## src/rtl/rtc_pkg.sv

```systemverilog
// Shared types and constants for the RTC time-setting controller.
package rtc_pkg;

  typedef enum logic [1:0] {
    RUN     = 2'd0,
    SET_HR  = 2'd1,
    SET_MIN = 2'd2,
    COMMIT  = 2'd3
  } state_e;

  localparam logic [1:0] EF_NONE    = 2'd0;
  localparam logic [1:0] EF_HOURS   = 2'd1;
  localparam logic [1:0] EF_MINUTES = 2'd2;

  localparam int unsigned HR_MAX  = 23;
  localparam int unsigned MIN_MAX = 59;

  function automatic logic is_edit(input state_e s);
    return (s == SET_HR) || (s == SET_MIN);
  endfunction

endpackage

```

## src/rtl/bcd2_inc.sv

```systemverilog
// Two-digit BCD increment that wraps to 00 after TENS_MAX:UNITS_MAX.
module bcd2_inc #(
  parameter int unsigned TENS_MAX  = 5,
  parameter int unsigned UNITS_MAX = 9
) (
  input  logic [3:0] tens_i,
  input  logic [3:0] units_i,
  output logic [3:0] tens_o,
  output logic [3:0] units_o
);

  localparam logic [3:0] TMAX = 4'(TENS_MAX);
  localparam logic [3:0] UMAX = 4'(UNITS_MAX);

  logic wrap;

  // Out-of-range inputs also fold to 00 so the result is always legal.
  assign wrap = (tens_i > TMAX) || (units_i > 4'd9) ||
                ((tens_i == TMAX) && (units_i >= UMAX));

  always_comb begin
    tens_o  = tens_i;
    units_o = units_i + 4'd1;
    if (wrap) begin
      tens_o  = '0;
      units_o = '0;
    end else if (units_i == 4'd9) begin
      tens_o  = tens_i + 4'd1;
      units_o = '0;
    end
  end

endmodule

```

## src/rtl/rtc_set_ctrl.sv

```systemverilog
// Two-button time-setting controller: edits a shadow copy of hh:mm while the
// counter chain is frozen, then issues a single-cycle parallel load.
module rtc_set_ctrl
  import rtc_pkg::*;
#(
  parameter int unsigned AUTO_EXIT_S = 30
) (
  input  logic       clk,
  input  logic       rst,
  input  logic       tick_1hz,
  input  logic       mode_btn,
  input  logic       inc_btn,
  input  logic [3:0] cur_hrm,
  input  logic [3:0] cur_hrl,
  input  logic [3:0] cur_minm,
  input  logic [3:0] cur_minl,
  output logic       count_en,
  output logic       load,
  output logic [3:0] ld_hrm,
  output logic [3:0] ld_hrl,
  output logic [3:0] ld_minm,
  output logic [3:0] ld_minl,
  output logic [1:0] edit_field,
  output logic       blink
);

  localparam int unsigned IDLE_W = (AUTO_EXIT_S > 0) ? $clog2(AUTO_EXIT_S + 1) : 1;
  localparam logic [IDLE_W-1:0] IDLE_LAST =
    IDLE_W'((AUTO_EXIT_S == 0) ? 0 : AUTO_EXIT_S - 1);

  state_e            state_q, state_d;
  logic [IDLE_W-1:0] idle_q, idle_d;
  logic              blink_q, blink_d;
  logic              count_en_q, load_q;
  logic [1:0]        edit_field_q;
  logic [3:0]        hrm_q, hrl_q, minm_q, minl_q;
  logic [3:0]        hrm_d, hrl_d, minm_d, minl_d;
  logic [3:0]        hr_inc_t, hr_inc_u, min_inc_t, min_inc_u;
  logic              timeout;

  bcd2_inc #(.TENS_MAX(HR_MAX / 10), .UNITS_MAX(HR_MAX % 10)) u_hr_inc (
    .tens_i (hrm_q),
    .units_i(hrl_q),
    .tens_o (hr_inc_t),
    .units_o(hr_inc_u)
  );

  bcd2_inc #(.TENS_MAX(MIN_MAX / 10), .UNITS_MAX(MIN_MAX % 10)) u_min_inc (
    .tens_i (minm_q),
    .units_i(minl_q),
    .tens_o (min_inc_t),
    .units_o(min_inc_u)
  );

  // Expires on the tick that would bring the idle count to AUTO_EXIT_S;
  // any button on that edge takes priority.
  assign timeout = (AUTO_EXIT_S != 0) && tick_1hz && (idle_q == IDLE_LAST) &&
                   !mode_btn && !inc_btn;

  always_comb begin
    state_d = state_q;
    unique case (state_q)
      RUN:     if (mode_btn) state_d = SET_HR;
      SET_HR:  if (mode_btn) state_d = SET_MIN; else if (timeout) state_d = RUN;
      SET_MIN: if (mode_btn) state_d = COMMIT;  else if (timeout) state_d = RUN;
      COMMIT:  state_d = RUN;
      default: state_d = RUN;
    endcase
  end

  always_comb begin
    hrm_d  = hrm_q;
    hrl_d  = hrl_q;
    minm_d = minm_q;
    minl_d = minl_q;
    if (state_q == RUN && mode_btn) begin
      hrm_d  = cur_hrm;
      hrl_d  = cur_hrl;
      minm_d = cur_minm;
      minl_d = cur_minl;
    end else if (state_q == SET_HR && inc_btn && !mode_btn) begin
      hrm_d = hr_inc_t;
      hrl_d = hr_inc_u;
    end else if (state_q == SET_MIN && inc_btn && !mode_btn) begin
      minm_d = min_inc_t;
      minl_d = min_inc_u;
    end
  end

  always_comb begin
    idle_d  = idle_q;
    blink_d = blink_q;
    if (!is_edit(state_d) || state_q == RUN || mode_btn || inc_btn) begin
      idle_d = '0;
    end else if (tick_1hz) begin
      idle_d = idle_q + IDLE_W'(1);
    end
    if (!is_edit(state_d) || state_q == RUN) begin
      blink_d = 1'b0;
    end else if (tick_1hz) begin
      blink_d = ~blink_q;
    end
  end

  always_ff @(posedge clk or posedge rst) begin
    if (rst) begin
      state_q      <= RUN;
      idle_q       <= '0;
      blink_q      <= 1'b0;
      count_en_q   <= 1'b1;
      load_q       <= 1'b0;
      edit_field_q <= EF_NONE;
      hrm_q        <= '0;
      hrl_q        <= '0;
      minm_q       <= '0;
      minl_q       <= '0;
    end else begin
      state_q      <= state_d;
      idle_q       <= idle_d;
      blink_q      <= blink_d;
      count_en_q   <= (state_d == RUN);
      load_q       <= (state_d == COMMIT);
      edit_field_q <= (state_d == SET_HR)  ? EF_HOURS :
                      (state_d == SET_MIN) ? EF_MINUTES : EF_NONE;
      hrm_q        <= hrm_d;
      hrl_q        <= hrl_d;
      minm_q       <= minm_d;
      minl_q       <= minl_d;
    end
  end

  assign count_en   = count_en_q;
  assign load       = load_q;
  assign edit_field = edit_field_q;
  assign blink      = blink_q;
  assign ld_hrm     = hrm_q;
  assign ld_hrl     = hrl_q;
  assign ld_minm    = minm_q;
  assign ld_minl    = minl_q;

endmodule

```

## config.mk

```make
export PLATFORM = sky130hd
export DESIGN_NAME = rtc_set_ctrl
export DESIGN_NICKNAME = d
export VERILOG_FILES = /design/src/rtl/rtc_pkg.sv /design/src/rtl/bcd2_inc.sv /design/src/rtl/rtc_set_ctrl.sv
export SDC_FILE = /design/constraint.sdc
export NUM_CORES = 1
export LEC_CHECK = 0
export BUFFER_PORTS_ARGS = -buffer_cell sky130_fd_sc_hd__clkbuf_2
export CORE_MARGIN = 5
export CORE_UTILIZATION = 45
export DETAILED_ROUTE_END_ITERATION = 10
export PLACE_DENSITY = 0.69
export SLEW_MARGIN = 40
export SYNTH_ARGS = -nofsm -noshare
export SYNTH_HDL_FRONTEND = slang
export SYNTH_SLANG_ARGS = --single-unit
```

## constraint.sdc

```tcl
create_clock -name clk -period 3.54 [get_ports clk]
set_clock_uncertainty 0.05 [all_clocks]
set_input_delay 0.885 -clock clk [delete_from_list [all_inputs] [get_ports clk]]
set_output_delay 0.885 -clock clk [all_outputs]
set_load 0.05 [all_outputs]
```

; After elaboration in Yosys (flattened, before gate mapping)
; Cells that the tools add are included.
[op_classes]
n_eq_ne = 12
magnitude_cmp = 6
shift = 0
n_bitwise = 1
n_addsub = 5
n_mul = 0
n_reduce_logical = 32
mux = 29
div = 0
[op_table]
columns = operator, n
row1 = 2-to-1 mux 4 bit, 18
row2 = "adder 4 x 1 -> 4 bit, second input constant", 4
row3 = 2-to-1 mux 2 bit, 6
row4 = logical AND 1 bit, 10
row5 = 2-to-1 mux 5 bit, 2
row6 = "== test 2 bit, second input constant", 4
row7 = "== test 4 bit, second input constant", 2
row8 = "greater-than comparator 4 bit, second input constant", 2
row9 = logical OR 1 bit, 8
row10 = case mux 2 bit (4 select lines), 1
row11 = nonzero test 2 bit, 4
row12 = nonzero test 3 bit, 2
row13 = "adder 5 x 1 -> 5 bit, second input constant", 1
row14 = "== test 5 bit, second input constant", 1
row15 = "== test 2 x 1 -> 1 bit, second input constant", 2
row16 = "== test 4 x 2 -> 1 bit, second input constant", 1
row17 = "== test 4 x 3 -> 1 bit, second input constant", 1
row18 = "greater-or-equal comparator 4 x 2 -> 1 bit, second input constant", 1
row19 = "greater-or-equal comparator 4 bit, second input constant", 1
row20 = "greater-than comparator 4 x 2 -> 1 bit, second input constant", 1
row21 = "greater-than comparator 4 x 3 -> 1 bit, second input constant", 1
row22 = zero test 2 bit, 2
row23 = AND reduction 2 bit, 2
row24 = zero test 1 bit, 3
row25 = other kinds (4), 5
[word_totals]
elab_cells = 95
memories = 0
mem_bits_rw = 0
rom_bits = 0
latch_bits = 0
output_inout_bits = 21
register_bits = 28
input_bits = 21

; Logic depth before layout (Yosys ltp)
; Gate-level depths: netlist of run 1.
[depth]
ltp_word = 14
depth_mapped = 8
mapped_depth_nobuf = 8

; Hierarchy
; Synthesis of run 1 repeated with hierarchy kept, for this count alone.
[hier_totals]
cells_unflattened = 175
area_unflattened_um2 = 1861.8
[modules_own_cells]
columns = module, seq_area_each_um2, area_per_inst_um2, instances, cells_per_inst
row1 = rtc_set_ctrl, 701.9, 1410.1, 1, 108
row2 = bcd2_inc at u_min_inc, 0.0, 251.5, 1, 36
row3 = bcd2_inc at u_hr_inc, 0.0, 200.2, 1, 31

; Worst setup path before layout of run 1
; No wires, ideal clock.
[synth_timing]
path_kind = input to register
start = input port tick_1hz
end = register idle_q[1]
path_buffers = 1
required_time_ns = 3.396
t_arrival_ns = 2.715
setup_ns = 0.094
stages = 7
setup_slack_ns = 0.681
cell_sequence = clkbuf_1 nand3_1 nor4_1 o31ai_1 ha_1 or4_1 a211oi_1
[synth_between]
elab_chain_cells = 13
elab_cells_between_ends = 16
cone_classes = eq/ne (2) / mux (5) / reduce/logical (9)
[synth_rtl]
columns = item, line_no
row1 = from (decl), rtc_set_ctrl.sv:10  ; input logic tick_1hz,
row2 = logical AND 1 bit * (2 in a row), rtc_set_ctrl.sv:57  ; assign timeout = (AUTO_EXIT_S != 0) && tick_1hz && (idle_q == IDLE_LAST) &&
row3 = logical AND 1 bit *, rtc_set_ctrl.sv:58  ; !mode_btn && !inc_btn;
row4 = 2-to-1 mux 2 bit *, "rtc_set_ctrl.sv:64, rtc_set_ctrl.sv:65"
row5 = "2-to-1 mux 2 bit, on equally long branches", "rtc_set_ctrl.sv:65, rtc_set_ctrl.sv:64"
row6 = case mux 2 bit (4 select lines) *, rtc_set_ctrl.sv:62  ; unique case (state_q)
row7 = net state_d[0], rtc_set_ctrl.sv:31  ; state_e state_q, state_d;
row8 = == test 2 x 1 -> 1 bit / == test 2 bit (equally long branches), rtc_pkg.sv:19  ; return (s == SET_HR) || (s == SET_MIN);
row9 = logical OR 1 bit *, rtc_pkg.sv:19
row10 = zero test 1 bit *, rtc_set_ctrl.sv:93  ; if (!is_edit(state_d) || state_q == RUN || mode_btn || inc_btn) begin
row11 = logical OR 1 bit * (3 in a row), rtc_set_ctrl.sv:93
row12 = 2-to-1 mux 5 bit / nonzero test 2 bit (equally long branches), --
row13 = to (signal assigned), rtc_set_ctrl.sv:119  ; idle_q <= idle_d;
row14 = to (decl), rtc_set_ctrl.sv:32  ; logic [IDLE_W-1:0] idle_q, idle_d;
; The timed path passes the listed nets; every way through them passes the cells marked *.
; A chain may end at the register's enable or synchronous reset.

; Worst setup path after layout of run 1
; Same ends and word-level chain as after synthesis.

==> results.py, run 1 <==
metrics = {
    "outcome": {
        "status": "finished, final reports clean",
    },
    "finish": {
        "drive_gt1_share_pct": 26.61,
        "syn2layout_area_growth_pct": 17.54,
        "mostFrequentLayoutCells": "41 x clkbuf_2, 27 x dfrtp_1, 16 x nand2_1, 16 x nor2_1, 13 x inv_1",
        "layout.nets": 251,
        "final_common_cell": "clkbuf_2",
        "multiInputGateArea_sq_um": 897.1,
        "n_antenna_cell": 0,
        "ff_latch_area_sq_um": 701.9,
        "num-fill-cells": 346,
    },
    "yosys": {
        "yosys_warnings": 0,
        "synth-seq-area-share_pct": 41.52,
        "synth_fp_nets": 211,
        "synth_top_flop_cell": "dfrtp_1",
        "synth_top_area_share_pct": 39.97,
        "synth_cells": 179,
        "netlist_top_cells_area": "dfrtp_1 40%, ha_1 8.1%, nand2_1 3.6%, nor2_1 3.6%, inv_1 3.1%",
        "async_flop_share_pct": 100.0,
        "synth_area_sq_um": 1690,
        "synth_enable_flop_cells": 0,
        "yosys.area.top_type": "dfrtp_1",
        "synth-seq-cells": 28,
        "avgSynthCellArea_sq_um": 9.443,
        "synth_cell_types": 48,
    },
    "die": {
        "ios": 42,
        "die_height_um": 71.29,
        "rows": 22,
        "die_area_sq_um": 5082,
        "start_util_pct": 46.17,
        "die_w_um": 71.29,
        "core_sq_um": 3661,
    },
    "worst_setup_path": {
        "cpLargestDelayFamily": "simple AND/OR/NAND/NOR gates",
        "path_buf_inv": 1,
        "critPathMaxStageDelay_ns": 0.61,
        "path_max_fanout": 8,
        "worstPathArrival_ns": 2.83,
        "worst_setup_path_end_kind": "register",
        "cp-start-kind": "input port",
        "path_class": "in2reg",
        "crit_slowest_cell": "or4_1",
        "cp.required_ns": 3.67,
        "crit_chain": "clkbuf_2, nand3_1, nor4_1, o31ai_1, ha_1, or4_1, a211oi_1",
    },
    "route": {
        "viasPerCell": 5.380,
        "vias": 1431,
        "antenna_left": 0,
        "drcViolationCount": 0,
        "wl_per_cell_um": 13.06,
        "drt_iter0_drc": 57,
        "firstDrtPassIters": 4,
        "wl_mm": 3.474,
    },
    "power_and_ir_drop": {
        "p_sw_uw": 1011,
        "p_clk_share_pct": 10.4,
        "cellLeakagePower_uw": 0.0009215,
        "internal_power_uw": 875.0,
        "p_sw_share_pct": 53.61,
        "pwr_density_cell_nw_per_um2": 949.3,
        "combPwrFrac_pct": 57.3,
        "vdd_drop_max_mv": 0.4917,
        "power_frac_seq_pct": 32.3,
    },
    "cts": {
        "cts_tree": "done",
        "hold_buffers": 0,
        "worstSkewPairLatency_ns": 0.27,
        "cts_buffers": 3,
        "postCtsSetupRepairBufs": 0,
        "cts-root-buf": "clkbuf_8",
        "clockBufferDepth": 2,
        "cts_num_sinks": 28,
        "h-tree-depth": 1,
        "path_clk_slew_ns": 0.09,
        "cts_resized": 0,
    },
    "sta": {
        "min_period_over_period_pct": 76.13,
        "slew_viol_final": 0,
        "setup_slack_ns": 0.8449,
        "max-slew-margin-rel_pct": 54.41,
        "finalSetupViolCount": 0,
        "rsz0062_at_grt": "no",
        "layout_min_cycle_time_ns": 2.695,
        "final_hold_viol_count": 0,
        "finalSetupTns_ns": 0,
        "max_freq_mhz": 371.1,
        "worstMarginPinSlew_ns": 0.6782,
    },
    "global_routing": {
        "grt_pass1_vias": 1306,
        "grt_pass1_wl_mm": 5.837,
        "grt_overflow": 0,
        "antenna_found_initial": 0,
        "grt_max_degree": 29,
        "grt_usage_pct": 13.95,
    },
    "run": {
        "max-cap-violations": 0,
    },
    "placed_design": {
        "port_buffers": 41,
        "hpwl_mm": 2.655,
        "place_congestion": 0.7983,
        "pre_cts_slack_ns": 0.5226,
    },
    "min_path": {
        "hp-class": "reg2reg",
    },
}
==> kinds of logic (layout without fill, tap and decap cells) <==
family                     after synthesis  after routing  share of synthesized area (%)
DFF                                     28             28                          41.53
adders and majority gates               11             11                          8.142
and+or+nand+nor                         62             62                          19.76
muxes                                    4              4                          2.517
xor gates and xnor gates                 7              7                          3.627
AOI/OAI and AO/OA                       45             45                          19.02
buffers and inverters                   22             61                          5.404
==> layer usage <==
metal / wire [um] / global-route usage (%)
met5: 0 / 0
met4: 13 / 2.505
met3: 185 / 2.805
met2: 1575 / 22.24
met1: 1700 / 19.86
==> synth_stat cells (all sizes together), types with 4 or more instances <==
| cell | number |
|---|---|
| a211oi | 4 |
| a21oi | 7 |
| a22oi | 4 |
| a31oi | 5 |
| buf | 5 |
| dfrtp | 27 |
| ha | 11 |
| inv | 14 |
| nand2 | 16 |
| nand2b | 5 |
| nand3 | 5 |
| nand4 | 4 |
| nor2 | 16 |
| o21ai | 6 |
| xnor2 | 4 |
==> area by class of cell <==
| cell class | count | area share [%] |
|---|---|---|
| well taps | 48 | 3.023 |
| inverters | 14 | 2.645 |
| flip-flops and latches | 28 | 35.33 |
| repair buffers | 43 | 11.08 |
| multi-input cells | 129 | 45.15 |
| clock buffers | 4 | 2.771 |
==> power by group through the flow <==
| stage | registers [uW] | logic (uW) | clock network [uW] |
|---|---|---|---|
| global route | 630 | 1180 | 216 |
| floorplan | 941 | 507 | 0 |
| global placement | 609 | 1080 | 0 |
| finish | 609 | 1080 | 197 |
| CTS | 609 | 1090 | 202 |
| detailed placement | 615 | 1090 | 0 |
==> stage by stage <==
stage	std cells	power, uW	utilization [%]	hold slack (ns)	cell area, sq um
after floorplan	179	1448	-	0.4549	1690
after global placement	262	1692	52.77	0.4747	1932
after detailed placement	262	1701	52.77	0.4948	1932
after CTS	266	1902	54.27	0.5090	1987
after global routing	266	2024	54.27	0.5506	1987
final	266	1886	54.27	0.5063	1987
==> sequential cells by signal, indices dropped and copies added (netlist names) <==
signal and cells:
blink 1, ld_minm 4, count_en 1, state_q 2, load 1, ld_hrm 4
idle_q 5, ld_minl 4, ld_hrl 4, edit_field 2
==> final timing paths <==
kind                       slack, ns  cells past startpoint  startpoint         end
setup reg to reg                0.99                      5  state_q[1]   idle_q[1]
min in group asynchronous       0.59                      2         rst  ld_minl[0]
hold / removal                  0.51                      2   ld_hrm[3]   ld_hrm[3]
setup / recovery                0.84                      7    tick_1hz   idle_q[1]
hold reg to reg                 0.51                      2   ld_hrm[3]   ld_hrm[3]
max in group asynchronous       2.47                      2         rst   idle_q[4]
==> worst register-to-register path: cells and delay by family (launching register included) <==
family,cells,cell delay (ns)
adders and majority gates,1,0.34
and+or+nand+nor,2,0.85
AOI/OAI and AO/OA,2,0.72
DFF,1,0.51
Power figures use the tool's default switching activity.
==> run 2, diff against run 1 <==
Clock period 3.54 ns to 2.65 ns, I/O delays scaled along.
==> results.py, run 2 (same netlist as run 1, synthesis figures left out) <==
metrics = {
    "outcome": {
        "status": "finished, final reports clean",
    },
    "finish": {
        "utilization_pct": 56.32,
        "final_common_cell": "clkbuf_2",
        "largest_reg_flops": 5,
        "fin_area_sq_um": 2062,
        "layout.nets": 258,
        "syn2layout_area_growth_pct": 21.98,
        "largest-register": "idle_q",
        "n_antenna_cell": 0,
        "mostFrequentLayoutCells": "41 x clkbuf_2, 27 x dfrtp_1, 16 x nand2_1, 16 x nor2_1, 14 x inv_1",
        "drive_gt1_share_pct": 28.89,
    },
    "route": {
        "viasPerCell": 5.264,
        "antenna_left": 0,
        "drcViolationCount": 0,
        "drt_iter0_drc": 103,
        "wl_per_cell_um": 13.29,
        "wl_mm": 3.628,
        "vias": 1437,
        "firstDrtPassIters": 4,
    },
    "global_routing": {
        "grt_pass1_vias": 1396,
        "grt_max_degree": 29,
        "grt_overflow": 0,
        "grt_pass1_wl_mm": 6.354,
        "antenna_found_initial": 0,
        "grt_usage_pct": 14.98,
    },
    "sta": {
        "slew_viol_final": 0,
        "layout_min_cycle_time_ns": 2.400,
        "min_period_over_period_pct": 90.56,
        "final_hold_viol_count": 0,
        "worstMarginPinSlew_ns": 0.5684,
        "hold_ws_ns": 0.3595,
        "finalSetupViolCount": 0,
        "setup_slack_ns": 0.2502,
        "max-slew-margin-rel_pct": 61.59,
        "max_freq_mhz": 416.7,
        "rsz0062_at_grt": "no",
    },
    "die": {
        "die_w_um": 71.29,
        "die_height_um": 71.29,
        "die_area_sq_um": 5082,
        "ios": 42,
        "start_util_pct": 46.17,
        "core_sq_um": 3661,
        "rows": 22,
    },
    "cts": {
        "postCtsSetupRepairBufs": 0,
        "cts_resized": 0,
        "cts_buffers": 3,
        "worstSkewPairLatency_ns": 0.27,
        "clockBufferDepth": 2,
        "h-tree-depth": 1,
        "cts_num_sinks": 28,
        "path_clk_slew_ns": 0.10,
        "cts-root-buf": "clkbuf_8",
        "cts_tree": "done",
        "hold_buffers": 0,
    },
    "placed_design": {
        "port_buffers": 41,
        "place_congestion": 0.7587,
        "pre_cts_slack_ns": -0.01710,
        "post_dp_cell_area_sq_um": 1984,
        "hpwl_mm": 2.810,
    },
    "run": {
        "max-cap-violations": 0,
    },
    "worst_setup_path": {
        "worst_setup_path_end_kind": "register",
        "worstPathArrival_ns": 2.54,
        "path_max_fanout": 5,
        "path_class": "reg2reg",
        "critPathMaxStageDelay_ns": 0.61,
        "cpLargestDelayFamily": "simple AND/OR/NAND/NOR gates",
        "cp-start-kind": "register",
        "crit_slowest_cell": "or4_1",
        "path_buf_inv": 0,
        "crit_chain": "ha_1, nand3_1, nor4_2, o31ai_1, ha_1, or4_1, a211oi_1",
        "cp.required_ns": 2.79,
        "critical_path.most_common_cell": "ha_1",
    },
    "power_and_ir_drop": {
        "cellLeakagePower_uw": 0.0009637,
        "pwr_density_cell_nw_per_um2": 1272,
        "vdd_drop_max_mv": 0.7510,
    },
    "min_path": {
        "hp-class": "in2async",
    },
}
## run 2: changes by cell type in the layout (fill, tap and decap cells not counted)
cell / before / now
nor4_1: 1 / 0
inv_2: 1 / 0
clkbuf_8: 4 / 3
nor4_2: 1 / 2
bufinv_16: 0 / 1
inv_1: 13 / 14
buf_4: 2 / 9
## run 2: tightest hold or removal path: stages
cell and delay [ns]:
clkbuf_2 0.08, inv_1 0.04, buf_4 0.32
## run 2: layout make-up
class | count | area (sq um)
well taps | 48 | 60.06
fillers | 336 | 1599
repair buffers | 50 | 272.8
multi-input cells | 129 | 903.4
flip-flops and latches | 28 | 701.9
inverters | 14 | 52.55
clock inverters | 1 | 30.03
clock buffers | 3 | 41.29
## run 2: routing by layer
metal	GRT usage, %	part of all wire [%]	vias up
met5	0	0	-
met4	3.758	0.96	0
met3	2.244	4.4	4
met2	24.18	47	28
met1	21.09	48	679
li1	-	-	726
## run 2: final timing paths
check | start | endpoint | slack [ns] | depth (start not counted)
min reg2reg | ld_hrm[3] | ld_hrm[3] | 0.50 | 2
max reg2reg | idle_q[0] | idle_q[1] | 0.25 | 7
min | rst | ld_minl[0] | 0.36 | 3
min in group clk | ld_hrm[3] | ld_hrm[3] | 0.50 | 2
max | idle_q[0] | idle_q[1] | 0.25 | 7
max in group asynchronous | rst | count_en | 1.89 | 3
## run 2: stage by stage
step                       TNS, ns  std cells  total power [uW]
final                            0        273              2623
after global routing             0        273              2827
after CTS                        0        273              2647
after detailed placement  -0.01710        269              2311
after global placement           0        269              2288
after floorplan                  0        179              1935
## run 2: report_power, final
part | switching [uW] | internal [uW]
clock network | 131 | 202
logic | 1010 | 470
registers | 219 | 592
total | 1360 | 1260
